[config.mk]
export PLATFORM = sky130hd
export DESIGN_NAME = led_pwm_ctrl_flat
export DESIGN_NICKNAME = d
export VERILOG_FILES = /design/src/rtl/led_pwm_ctrl_pkg.sv /design/src/rtl/led_pwm_ctrl_if.sv /design/src/rtl/led_pwm_ctrl_pwm_channel.sv /design/src/rtl/led_pwm_ctrl.sv /design/src/flat_wrapper.sv
export SDC_FILE = /design/constraint.sdc
export NUM_CORES = 1
export LEC_CHECK = 0
export ABC_AREA = 1
export BUFFER_PORTS_ARGS = -buffer_cell sky130_fd_sc_hd__buf_4
export CELL_PAD_IN_SITES_DETAIL_PLACEMENT = 0
export CELL_PAD_IN_SITES_GLOBAL_PLACEMENT = 1
export CORE_AREA = 2 2 132 134
export DETAILED_ROUTE_END_ITERATION = 6
export DIE_AREA = 0 0 134 136
export PLACE_DENSITY_LB_ADDON = 0.1
export REMOVE_ABC_BUFFERS = 1
export SLEW_MARGIN = 20
export SYNTH_ARGS = -nofsm -noshare
export SYNTH_HDL_FRONTEND = slang
export SYNTH_SLANG_ARGS = --single-unit
[constraint.sdc]
create_clock -name sysclk -period 1.5 [get_ports sysclk]
set_input_delay 0.075 -clock sysclk [delete_from_list [all_inputs] [get_ports sysclk]]
set_output_delay 0.075 -clock sysclk [all_outputs]
set_load 0.03 [all_outputs]
[src/rtl/led_pwm_ctrl_pkg.sv]
// Shared constants, response FSM states and frame helpers for the LED PWM command sink.
// Imported by every file of led_pwm_ctrl.
package led_pwm_ctrl_pkg;

    localparam int unsigned CMD_BITS           = 8;
    localparam int unsigned ADDR_BITS          = 8;
    localparam int unsigned PAYLOAD_BITS       = 8;
    localparam int unsigned MASTER_FRAME_WIDTH = CMD_BITS + ADDR_BITS + PAYLOAD_BITS;

    localparam logic CS_ASSERT   = 1'b0;
    localparam logic CS_DEASSERT = 1'b1;

    localparam logic [CMD_BITS-1:0] CMD_NOP   = 8'h00;
    localparam logic [CMD_BITS-1:0] CMD_WRITE = 8'h01;
    localparam logic [CMD_BITS-1:0] CMD_READ  = 8'h02;
    localparam logic [CMD_BITS-1:0] CMD_ERR   = 8'hEE;

    localparam logic [ADDR_BITS-1:0]    ADDR_NONE    = 8'h00;
    localparam logic [PAYLOAD_BITS-1:0] PAYLOAD_NONE = 8'hFF;
    localparam logic [PAYLOAD_BITS-1:0] DUTY_MAX     = 8'd100;
    localparam logic [ADDR_BITS-1:0]    ERR_ADDR     = 8'hFF;

    typedef enum logic [1:0] {
        StIdle,
        StArm,
        StActive
    } resp_state_e;

    function automatic logic [PAYLOAD_BITS-1:0] clamp_duty(input logic [PAYLOAD_BITS-1:0] pct);
        return (pct > DUTY_MAX) ? DUTY_MAX : pct;
    endfunction

    function automatic logic [MASTER_FRAME_WIDTH-1:0] pack_frame(
        input logic [CMD_BITS-1:0]     cmd,
        input logic [ADDR_BITS-1:0]    addr,
        input logic [PAYLOAD_BITS-1:0] payload
    );
        return {cmd, addr, payload};
    endfunction

endpackage

[src/rtl/led_pwm_ctrl_if.sv]
// Decoded-frame and response bus between the SPI slave (master modport) and
// led_pwm_ctrl (slave modport).
interface led_pwm_ctrl_if;
    import led_pwm_ctrl_pkg::*;

    logic                          frm_vld;
    logic [CMD_BITS-1:0]           i_cmd;
    logic [ADDR_BITS-1:0]          i_addr;
    logic [PAYLOAD_BITS-1:0]       i_payload;
    logic                          cs;
    logic                          o_slv_tx_enb;
    logic [MASTER_FRAME_WIDTH-1:0] o_slv_frame;
    logic                          o_err;

    modport master (
        output frm_vld, i_cmd, i_addr, i_payload, cs,
        input  o_slv_tx_enb, o_slv_frame, o_err
    );

    modport slave (
        input  frm_vld, i_cmd, i_addr, i_payload, cs,
        output o_slv_tx_enb, o_slv_frame, o_err
    );

endinterface

[src/rtl/led_pwm_ctrl_pwm_channel.sv]
// One PWM output: the target duty is taken only at the period wrap so a change never
// produces a truncated or stretched pulse inside a period.
module led_pwm_ctrl_pwm_channel
    import led_pwm_ctrl_pkg::*;
(
    input  logic                    sysclk,
    input  logic                    rst,
    input  logic [PAYLOAD_BITS-1:0] step,
    input  logic                    wrap,
    input  logic [PAYLOAD_BITS-1:0] duty_target,
    output logic                    led
);

    logic [PAYLOAD_BITS-1:0] duty_active_q;
    logic                    led_q;

    always_ff @(posedge sysclk) begin
        if (rst) begin
            duty_active_q <= '0;
            led_q         <= 1'b0;
        end else begin
            if (wrap) begin
                duty_active_q <= duty_target;
            end
            led_q <= (step < duty_active_q);
        end
    end

    assign led = led_q;

endmodule

[src/rtl/led_pwm_ctrl.sv]
// Command sink behind the SPI slave: per-LED brightness registers, shared PWM timebase and
// the read-response FSM. Optional error counter at address 8'hFF under `LED_ERR_CNT_EN.
module led_pwm_ctrl
    import led_pwm_ctrl_pkg::*;
#(
    parameter int unsigned NUM_LEDS  = 4,
    parameter int unsigned PWM_STEPS = 100,
    parameter int unsigned PRESCALE  = 1250
) (
    input  logic                sysclk,
    input  logic                rst,
    led_pwm_ctrl_if.slave       bus,
    output logic [NUM_LEDS-1:0] o_led
);

    localparam int unsigned PreW = (PRESCALE > 1) ? $clog2(PRESCALE) : 1;

    // PWM timebase
    logic [PreW-1:0]         pre_q;
    logic [PAYLOAD_BITS-1:0] step_q;
    logic                    pre_wrap;
    logic                    step_wrap;

    assign pre_wrap  = (pre_q == PreW'(PRESCALE - 1));
    assign step_wrap = pre_wrap && (step_q == PAYLOAD_BITS'(PWM_STEPS - 1));

    always_ff @(posedge sysclk) begin
        if (rst) begin
            pre_q  <= '0;
            step_q <= '0;
        end else begin
            pre_q <= pre_wrap ? '0 : pre_q + PreW'(1);
            if (pre_wrap) begin
                step_q <= step_wrap ? '0 : step_q + PAYLOAD_BITS'(1);
            end
        end
    end

    // Frame decode
    logic [PAYLOAD_BITS-1:0]       duty_target_q [NUM_LEDS];
    logic [PAYLOAD_BITS-1:0]       duty_target_d [NUM_LEDS];
    logic [PAYLOAD_BITS-1:0]       rd_duty;
    logic                          addr_ok;
    logic                          rd_hit;
    logic                          err_d;
    logic                          err_q;
    logic [MASTER_FRAME_WIDTH-1:0] resp;

`ifdef LED_ERR_CNT_EN
    logic [7:0] err_cnt_q;
    logic       err_addr;
    logic       cnt_clr;
`endif

    always_comb begin
        duty_target_d = duty_target_q;
        rd_duty       = '0;
        addr_ok       = 1'b0;
        rd_hit        = 1'b0;
        err_d         = 1'b0;
        resp          = '0;
`ifdef LED_ERR_CNT_EN
        err_addr      = (bus.i_addr == ERR_ADDR);
        cnt_clr       = 1'b0;
`endif
        for (int unsigned i = 0; i < NUM_LEDS; i++) begin
            if (bus.i_addr == ADDR_BITS'(i)) begin
                addr_ok = 1'b1;
                rd_duty = duty_target_q[i];
            end
        end

        if (bus.frm_vld) begin
            case (bus.i_cmd)
                CMD_NOP: ;
                CMD_WRITE: begin
                    if (addr_ok) begin
                        for (int unsigned i = 0; i < NUM_LEDS; i++) begin
                            if (bus.i_addr == ADDR_BITS'(i)) begin
                                duty_target_d[i] = clamp_duty(bus.i_payload);
                            end
                        end
                    end
`ifdef LED_ERR_CNT_EN
                    else if (err_addr) begin
                        cnt_clr = 1'b1;
                    end
`endif
                    else begin
                        err_d = 1'b1;
                    end
                end
                CMD_READ: begin
                    rd_hit = 1'b1;
                    if (addr_ok) begin
                        resp = pack_frame(CMD_READ, bus.i_addr, rd_duty);
                    end
`ifdef LED_ERR_CNT_EN
                    else if (err_addr) begin
                        resp = pack_frame(CMD_READ, ERR_ADDR, err_cnt_q);
                    end
`endif
                    else begin
                        resp  = pack_frame(CMD_ERR, bus.i_addr, PAYLOAD_NONE);
                        err_d = 1'b1;
                    end
                end
                default: err_d = 1'b1;
            endcase
        end
    end

`ifdef LED_ERR_CNT_EN
    always_ff @(posedge sysclk) begin
        if (rst) begin
            err_cnt_q <= '0;
        end else if (cnt_clr) begin
            err_cnt_q <= '0;
        end else if (err_d && (err_cnt_q != 8'hFF)) begin
            err_cnt_q <= err_cnt_q + 8'd1;
        end
    end
`endif

    // Response FSM
    resp_state_e                   state_q, state_d;
    logic [MASTER_FRAME_WIDTH-1:0] frame_q, frame_d;
    logic [MASTER_FRAME_WIDTH-1:0] pend_frame_q, pend_frame_d;
    logic                          pend_vld_q, pend_vld_d;
    logic                          cs_q;
    logic                          cs_fall;
    logic                          cs_rise;

    assign cs_fall = (cs_q == CS_DEASSERT) && (bus.cs == CS_ASSERT);
    assign cs_rise = (cs_q == CS_ASSERT) && (bus.cs == CS_DEASSERT);

    always_comb begin
        state_d      = state_q;
        frame_d      = frame_q;
        pend_frame_d = pend_frame_q;
        pend_vld_d   = pend_vld_q;
        unique case (state_q)
            StIdle: begin
                if (rd_hit) begin
                    frame_d = resp;
                    state_d = StArm;
                end
            end
            StArm: begin
                if (rd_hit) begin
                    frame_d = resp;
                end
                if (cs_fall) begin
                    state_d = StActive;
                end
            end
            StActive: begin
                // The shifting frame must not change; park new reads until cs releases.
                if (rd_hit) begin
                    pend_vld_d   = 1'b1;
                    pend_frame_d = resp;
                end
                if (cs_rise) begin
                    if (pend_vld_d) begin
                        frame_d    = pend_frame_d;
                        pend_vld_d = 1'b0;
                        state_d    = StArm;
                    end else begin
                        state_d = StIdle;
                    end
                end
            end
            default: state_d = StIdle;
        endcase
    end

    always_ff @(posedge sysclk) begin
        if (rst) begin
            state_q      <= StIdle;
            frame_q      <= pack_frame(CMD_NOP, ADDR_NONE, '0);
            pend_frame_q <= '0;
            pend_vld_q   <= 1'b0;
            cs_q         <= CS_DEASSERT;
            err_q        <= 1'b0;
            for (int unsigned i = 0; i < NUM_LEDS; i++) begin
                duty_target_q[i] <= '0;
            end
        end else begin
            state_q       <= state_d;
            frame_q       <= frame_d;
            pend_frame_q  <= pend_frame_d;
            pend_vld_q    <= pend_vld_d;
            cs_q          <= bus.cs;
            err_q         <= err_d;
            duty_target_q <= duty_target_d;
        end
    end

    assign bus.o_slv_tx_enb = (state_q != StIdle);
    assign bus.o_slv_frame  = frame_q;
    assign bus.o_err        = err_q;

    for (genvar g = 0; g < NUM_LEDS; g++) begin : g_ch
        led_pwm_ctrl_pwm_channel u_pwm_channel (
            .sysclk      (sysclk),
            .rst         (rst),
            .step        (step_q),
            .wrap        (step_wrap),
            .duty_target (duty_target_q[g]),
            .led         (o_led[g])
        );
    end

endmodule
[src/flat_wrapper.sv]
// flat-port wrapper written by rule: the top's interface ports become plain ports
module led_pwm_ctrl_flat import led_pwm_ctrl_pkg::*;
#(
    parameter int unsigned NUM_LEDS  = 4,
    parameter int unsigned PWM_STEPS = 100,
    parameter int unsigned PRESCALE  = 1250
)
  (sysclk, rst, o_led, bus_frm_vld, bus_i_cmd, bus_i_addr, bus_i_payload, bus_cs, bus_o_slv_tx_enb, bus_o_slv_frame, bus_o_err);
  led_pwm_ctrl_if bus_i ();
  input  logic sysclk;
  input  logic rst;
  output logic [NUM_LEDS-1:0] o_led;
  input wire logic [$bits(bus_i.frm_vld)-1:0] bus_frm_vld;
  input wire logic [$bits(bus_i.i_cmd)-1:0] bus_i_cmd;
  input wire logic [$bits(bus_i.i_addr)-1:0] bus_i_addr;
  input wire logic [$bits(bus_i.i_payload)-1:0] bus_i_payload;
  input wire logic [$bits(bus_i.cs)-1:0] bus_cs;
  output wire logic [$bits(bus_i.o_slv_tx_enb)-1:0] bus_o_slv_tx_enb;
  output wire logic [$bits(bus_i.o_slv_frame)-1:0] bus_o_slv_frame;
  output wire logic [$bits(bus_i.o_err)-1:0] bus_o_err;
  assign bus_i.frm_vld = bus_frm_vld;
  assign bus_i.i_cmd = bus_i_cmd;
  assign bus_i.i_addr = bus_i_addr;
  assign bus_i.i_payload = bus_i_payload;
  assign bus_i.cs = bus_cs;
  assign bus_o_slv_tx_enb = bus_i.o_slv_tx_enb;
  assign bus_o_slv_frame = bus_i.o_slv_frame;
  assign bus_o_err = bus_i.o_err;
  led_pwm_ctrl #(.NUM_LEDS(NUM_LEDS), .PWM_STEPS(PWM_STEPS), .PRESCALE(PRESCALE)) u_core (.sysclk(sysclk), .rst(rst), .bus(bus_i), .o_led(o_led));
endmodule
== Word-level counts from Yosys, hierarchy flattened ==
Index checks and enable logic that the tools add are counted.

* Add/sub/neg operators: 2
* Magnitude comparators: 5
* Equality and inequality tests: 14
* Mux-type cells: 30
* Bitwise logic cells: 3
* Reductions and logical operators: 18

{| class="wikitable"
|+ Operators with widths
! kind !! count
|-
| $mux 24 || 7
|-
| $mux 8 || 6
|-
| $pmux 24 s2 || 1
|-
| $lt 8x8->1 || 4
|-
| $eq 8x2->1 const B || 3
|-
| $reduce_and 4->1 || 5
|-
| $eq 8x1->1 const B || 2
|-
| $logic_not 8->1 || 2
|-
| $add 11x1->11 const B || 1
|-
| $eq 11x11->1 const B || 1
|-
| $mux 1 || 11
|-
| $ne 2x1->1 const B || 5
|-
| $add 8x1->8 const B || 1
|-
| $eq 8x7->1 const B || 1
|-
| $gt 8x7->1 const B || 1
|-
| $reduce_or 2->1 || 4
|-
| $mux 2 || 3
|-
| $pmux 2 s3 || 1
|-
| $reduce_bool 2->1 || 2
|-
| $logic_and 1x1->1 || 3
|-
| $not 1->1 || 3
|-
| $reduce_and 3->1 || 1
|-
| $eq 2x1->1 const B || 1
|-
| $eq 2x2->1 const B || 1
|-
| other kinds (2) || 2
|}

* Register bits after elaboration: 140
* Bits of input ports: 28

== Longest topological paths before layout ==
* Word-level depth: 12
* Gate-level depth with buffers: 10
* Depth with buffers taken out: 10

== Cells and area by module ==
From an unflattened synthesis, not the netlist that was laid out.

* Cells, all modules: 929
* Area total of the unflattened synthesis: 6747.7 um^2

{| class="wikitable"
|+ Modules (own cells, without submodules)
! module !! times used !! cells each !! area each (um^2) !! seq. area each (um^2)
|-
| led_pwm_ctrl || 1 || 677 || 4760.8 || 2082.0
|-
| led_pwm_ctrl_pwm_channel || 4 || 63 || 496.7 || 180.2
|}

== Worst setup path before layout ==
OpenSTA, ideal clock, no wires.

* Kind: register to register
* From: register u_core.step_q[1]
* To: register u_core.g_ch[1].u_pwm_channel.duty_active_q[3]
* Setup time: 119 ps
* Arrival: 1430 ps
* Required time: 1381 ps
* Path slack: -49 ps
* Cell stages (with the launch flop): 9
* Buffers on the path: 1
* Clock period less this slack: 1549 ps
* Path through: dfxtp_1 > ha_1 > nor3b_1 > nand4_1 > inv_1 > nand2_2 > clkbuf_2 > o21ai_0 > a21oi_1

* Longest elaborated chain between the ends: 2

{| class="wikitable"
|+ RTL lines
! what !! line !! RTL
|-
| from (decl) || led_pwm_ctrl.sv:20 || <nowiki>logic [PAYLOAD_BITS-1:0] step_q;</nowiki>
|-
| from (signal assigned) || led_pwm_ctrl.sv:34 || <nowiki>step_q <= step_wrap ? '0 : step_q + PAYLOAD_BITS'(1);</nowiki>
|-
| $eq 8x7->1 || led_pwm_ctrl.sv:25 || <nowiki>assign step_wrap = pre_wrap && (step_q == PAYLOAD_BITS'(PWM_STEPS - 1));</nowiki>
|-
| $logic_and 1x1->1 || led_pwm_ctrl.sv:25 ||
|-
| to (signal assigned) || led_pwm_ctrl_pwm_channel.sv:23 || <nowiki>duty_active_q <= duty_target;</nowiki>
|-
| to (decl) || led_pwm_ctrl_pwm_channel.sv:14 || <nowiki>logic [PAYLOAD_BITS-1:0] duty_active_q;</nowiki>
|}

Every way passes these cells.
A chain may end at the register's enable or synchronous reset.

== Worst setup path in the final report ==
* From: register u_core.step_q[1]
* To: register u_core.g_ch[2].u_pwm_channel.duty_active_q[3]

* Longest elaborated chain between the ends: 2

{| class="wikitable"
|+ RTL lines
! what !! line
|-
| $eq 8x7->1 || led_pwm_ctrl.sv:25
|-
| $logic_and 1x1->1 || led_pwm_ctrl.sv:25
|-
| to (signal assigned) || led_pwm_ctrl_pwm_channel.sv:23
|-
| to (decl) || led_pwm_ctrl_pwm_channel.sv:14
|}

Every way passes these cells.

==> metrics.md <==
| Metric | Value |
|---|---|
| Outcome | complete, but fails checks |
| Violated checks | negative setup slack |
| Remaining antenna violation count | 0 |
| Post-DR wirelength/cell | 14.9 µm |
| I/O pins | 58 |
| WL final | 18000 µm |
| Seq pwr share | 40.6% |
| Register bit count reported by yosys | 140 |
| Worst path required time | 1.79 ns |
| Worst reg2reg path depth | 8 |
| Internal | 7230 µW |
| TritonCTS clock tree | done |
| Synth Area in XOR/XNOR | 0.663% |
| Die ar. | 0.0182 mm² |
| 1st-pass router iterations | 5 |
| Hold Path Depth | 3 |
| # nets final | 1032 |
| Reg2reg start | u_core.step_q[1] |
| Simple-gate portion of the synthesized area | 23.0% |
| Final-report hold violation count | 0 |
| CP max stage cell | dfxtp_2 |
| Critical Path AT | 1.84 ns |
| Crit path capture type | register |
| Final Core Density | 51.1% |
| Count of cell types in the netlist | 41 |
| First-pass GRT wire length | 28500 µm |
| RSZ-0062 raised after global routing | true |
| PnR worst setup slack | -0.0461 ns |
| Layout cells sized above 1 | 23.6% |
| Post-Syn Instances | 872 |
| Clock Path Buffers | 2 |
| Worst slew margin | 39.6% |
| Worst Tran Pin Value | 0.900 ns |
| Clk pin slew, worst setup/hold paths | 0.06 ns |
| Worst-path cell chain | ha_4 > nor3b_2 > nand4_1 > inv_2 > nand2_4 > buf_12 > o21ai_1 > a21oi_2 |
| Number of synthesis warnings | 0 |
| Routed vias | 6053 |
| Post-synthesis mux area share | 0% |
| Most frequent cells in the layout | dfxtp_1 (135), a21oi_1 (112), nand2_1 (103) |
| Area delta synth->final | 30.4% |
| Final Cell Area | 0.00862 mm² |
| Initial Util | 39.2% |
| Post-place instance area | 0.00751 mm² |
| Leak | 0.00348 µW |
| Reg2reg end | u_core.g_ch[2].u_pwm_channel.duty_active_q[3] |
| Tot GR Track Use | 20.0% |
| Post-synth ARST share | 0% |
| Initial antenna violation count | 0 |
| Clk Latency, worst-skew pair | 0.42 ns |
| Post-route DRC | 0 |
| FMAX | 647 MHz |
| Diode count | 0 |
| Vias in the first global route | 5870 |
| Core ar. | 0.0169 mm² |
| Number of H-tree levels | 4 |
| Remaining global-route overflow | 0 |
| Critical path peak fanout | 23 |
| Synth Area in Adders | 5.87% |
| Peak VDD IR | 0.000844 V |
| Routed vias/inst | 5.00 |
| DP HPWL | 12500 µm |
| Gpl congestion | 0.827 |
| Sw frac | 22.0% |
| Die H | 136 µm |
| Port buffer count | 57 |
| Clock Sinks | 140 |
| Nature of the critical path startpoint | register |
| Final setup viols | 23 |
| Max-cap violations | 0 |
| Logic pwr share | 7.2% |
| Hold Path Class | in2reg |
| Hold Path End | u_core.pend_frame_q[9] |
| Die Width | 134 µm |
| Number of synthesized flops with an enable pin | 0 |
| P_sw | 2040 µW |
| Post-synth top flop | dfxtp_1 |
| Avg Cell Area, Syn | 7.58 µm² |
| Crit path kind | reg2reg |
| Row cnt | 48 |
| Root Driver | clkbuf_16 |
| Crit path time final | 1.55 ns |
| Clock Power Share | 52.2% |
| CP peak stage delay | 0.35 ns |
| Power density over the cells | 1080 mW/mm² |
| Max Clock Skew | 0.00855 ns |
| Most common cell after layout, fill and taps aside | dfxtp_1 |
| Post-synthesis sequential area ratio | 42.4% |
| TritonCTS Buffers | 17 |
| Hold_sp | bus_i_addr[1] |
| Cell Area, Synth | 0.00661 mm² |
| R2R Setup Slk | -0.05 ns |
| Slew Viols, Final | 0 |
| Drt initial violations | 326 |
| Largest net degree at the start of global routing | 48 |
| Largest family of logic cells by synthesized area | simple AND/OR/NAND/NOR gates |
| Complex-gate fraction of the synthesized area | 18.7% |
| Post-route clock period utilization | 103% |
[power by group through the flow]
stage	sequential [µW]	combinational (µW)	clock (µW)
after floorplan	3850	307	0
after global placement	3840	622	0
after detailed placement	3850	631	0
after CTS	3770	657	4920
after global routing	3770	732	5090
final	3770	672	4840
[flip-flops by register name, summed over array words and instances, names as in the netlist]
name / cells
u_core.duty_target_q: 32
u_core.g_ch.u_pwm_channel.duty_active_q: 32
u_core.bus.o_slv_frame: 24
u_core.pend_frame_q: 24
u_core.pre_q: 11
u_core.step_q: 8
u_core.g_ch.u_pwm_channel.led: 4
u_core.state_q: 2
u_core.bus.o_err: 1
u_core.cs_q: 1
u_core.pend_vld_q: 1
[cell type report]
cell class                      instances  area [µm²]
Clock buffer                           20         467
Tap cell                              225         282
Fill cell                            1625        8260
Inverter                              104         390
Multi-Input combinational cell        588        3380
Timing Repair Buffer                  122        1080
Clock inverter                         11         214
Sequential cell                       140        2810
[worst max path at each step]
stage	start	endpoint	slack, ns	cells after the start
final	u_core.step_q[1]	u_core.g_ch[2].u_pwm_channel.duty_active_q[3]	-0.05	8
after global routing	u_core.pre_q[1]	u_core.g_ch[2].u_pwm_channel.duty_active_q[3]	-0.14	8
after CTS	u_core.step_q[0]	u_core.g_ch[2].u_pwm_channel.duty_active_q[7]	-0.03	8
after detailed placement	u_core.pre_q[0]	u_core.g_ch[3].u_pwm_channel.duty_active_q[3]	-0.13	7
after global placement	rst	u_core.g_ch[2].u_pwm_channel.duty_active_q[7]	-0.08	4
after floorplan	u_core.step_q[1]	u_core.g_ch[0].u_pwm_channel.duty_active_q[7]	-0.42	7
[cells in the mapped netlist, types with 4 or more instances]
cell type  number  area [µm²]
xnor2_1         4        35.0
nor3_1          5        25.0
nor3b_1         7        52.6
dfxtp_1       140        2800
nand2_2         7        43.8
o21ai_0        75         375
o21a_1         10        75.1
nor2_4          4        45.0
nand2_1       105         394
buf_4           6        45.0
a21oi_1       127         636
nand3b_1       11        82.6
a21oi_2         4        35.0
nand3_1        44         220
nor2_1         98         368
inv_1          97         364
buf_6           4        45.0
nand4_1        15        93.8
inv_2           7        26.3
clkbuf_1       13        48.8
nor2_2          7        43.8
nand2_4         4        45.0
ha_1           31         388
o21ai_1         5        25.0
buf_2          15        75.1
[stage by stage]
| stage | power (µW) | hold WS (ns) | worst slack, ns | setup TNS, ns | std cells |
|---|---|---|---|---|---|
| 6_report | 9280 | 0.0272 | -0.0461 | -0.300 | 1210 |
| 2_1_floorplan | 4160 | 0.137 | -0.419 | -13.16 | 832 |
| 3_5_place_dp | 4480 | 0.286 | -0.132 | -3.50 | 1161 |
| 4_1_cts | 9350 | 0.00627 | -0.0269 | -0.0706 | 1206 |
| 5_1_grt | 9600 | 0.0332 | -0.139 | -3.16 | 1210 |
| 3_3_place_gp | 4470 | 0.282 | -0.0817 | -1.20 | 1161 |
[logic make-up (layout without fill, tap and decap cells)]
group | Yosys count | count (layout)
and+or+nand+nor | 319 | 319
AOI/OAI and AO/OA | 233 | 233
buffers and inverters | 144 | 257
DFF | 140 | 140
adders and majority gates | 31 | 31
xor gates and xnor gates | 5 | 5
[critical path: cells and delay by family (launching register included)]
| kind | cells | cell delay [ns] |
|---|---|---|
| simple gates | 3 | 0.42 |
| buf+inv | 2 | 0.29 |
| flops | 1 | 0.35 |
| fa+ha+maj | 1 | 0.13 |
| compound gates | 2 | 0.22 |
[metal layers]
layer	GRT usage, %	up-vias	share of wire [%]
li1	-	3094	-
met1	23.3	2828	44
met2	35.1	101	50
met3	4.66	30	3.3
met4	8.57	0	2.4
met5	0	-	0
[timing repair]
action | in CTS | in global routing
setup buffers | 4 | 1
pin swaps | 3 | 12
hold endpoints to repair | 9 | 0
resized for setup | 21 | 56
setup endpoints to repair | 37 | 48
hold buffers | 9 | 0
gates cloned | 1 | 3
No activity file was read; power rests on OpenSTA's default activity.
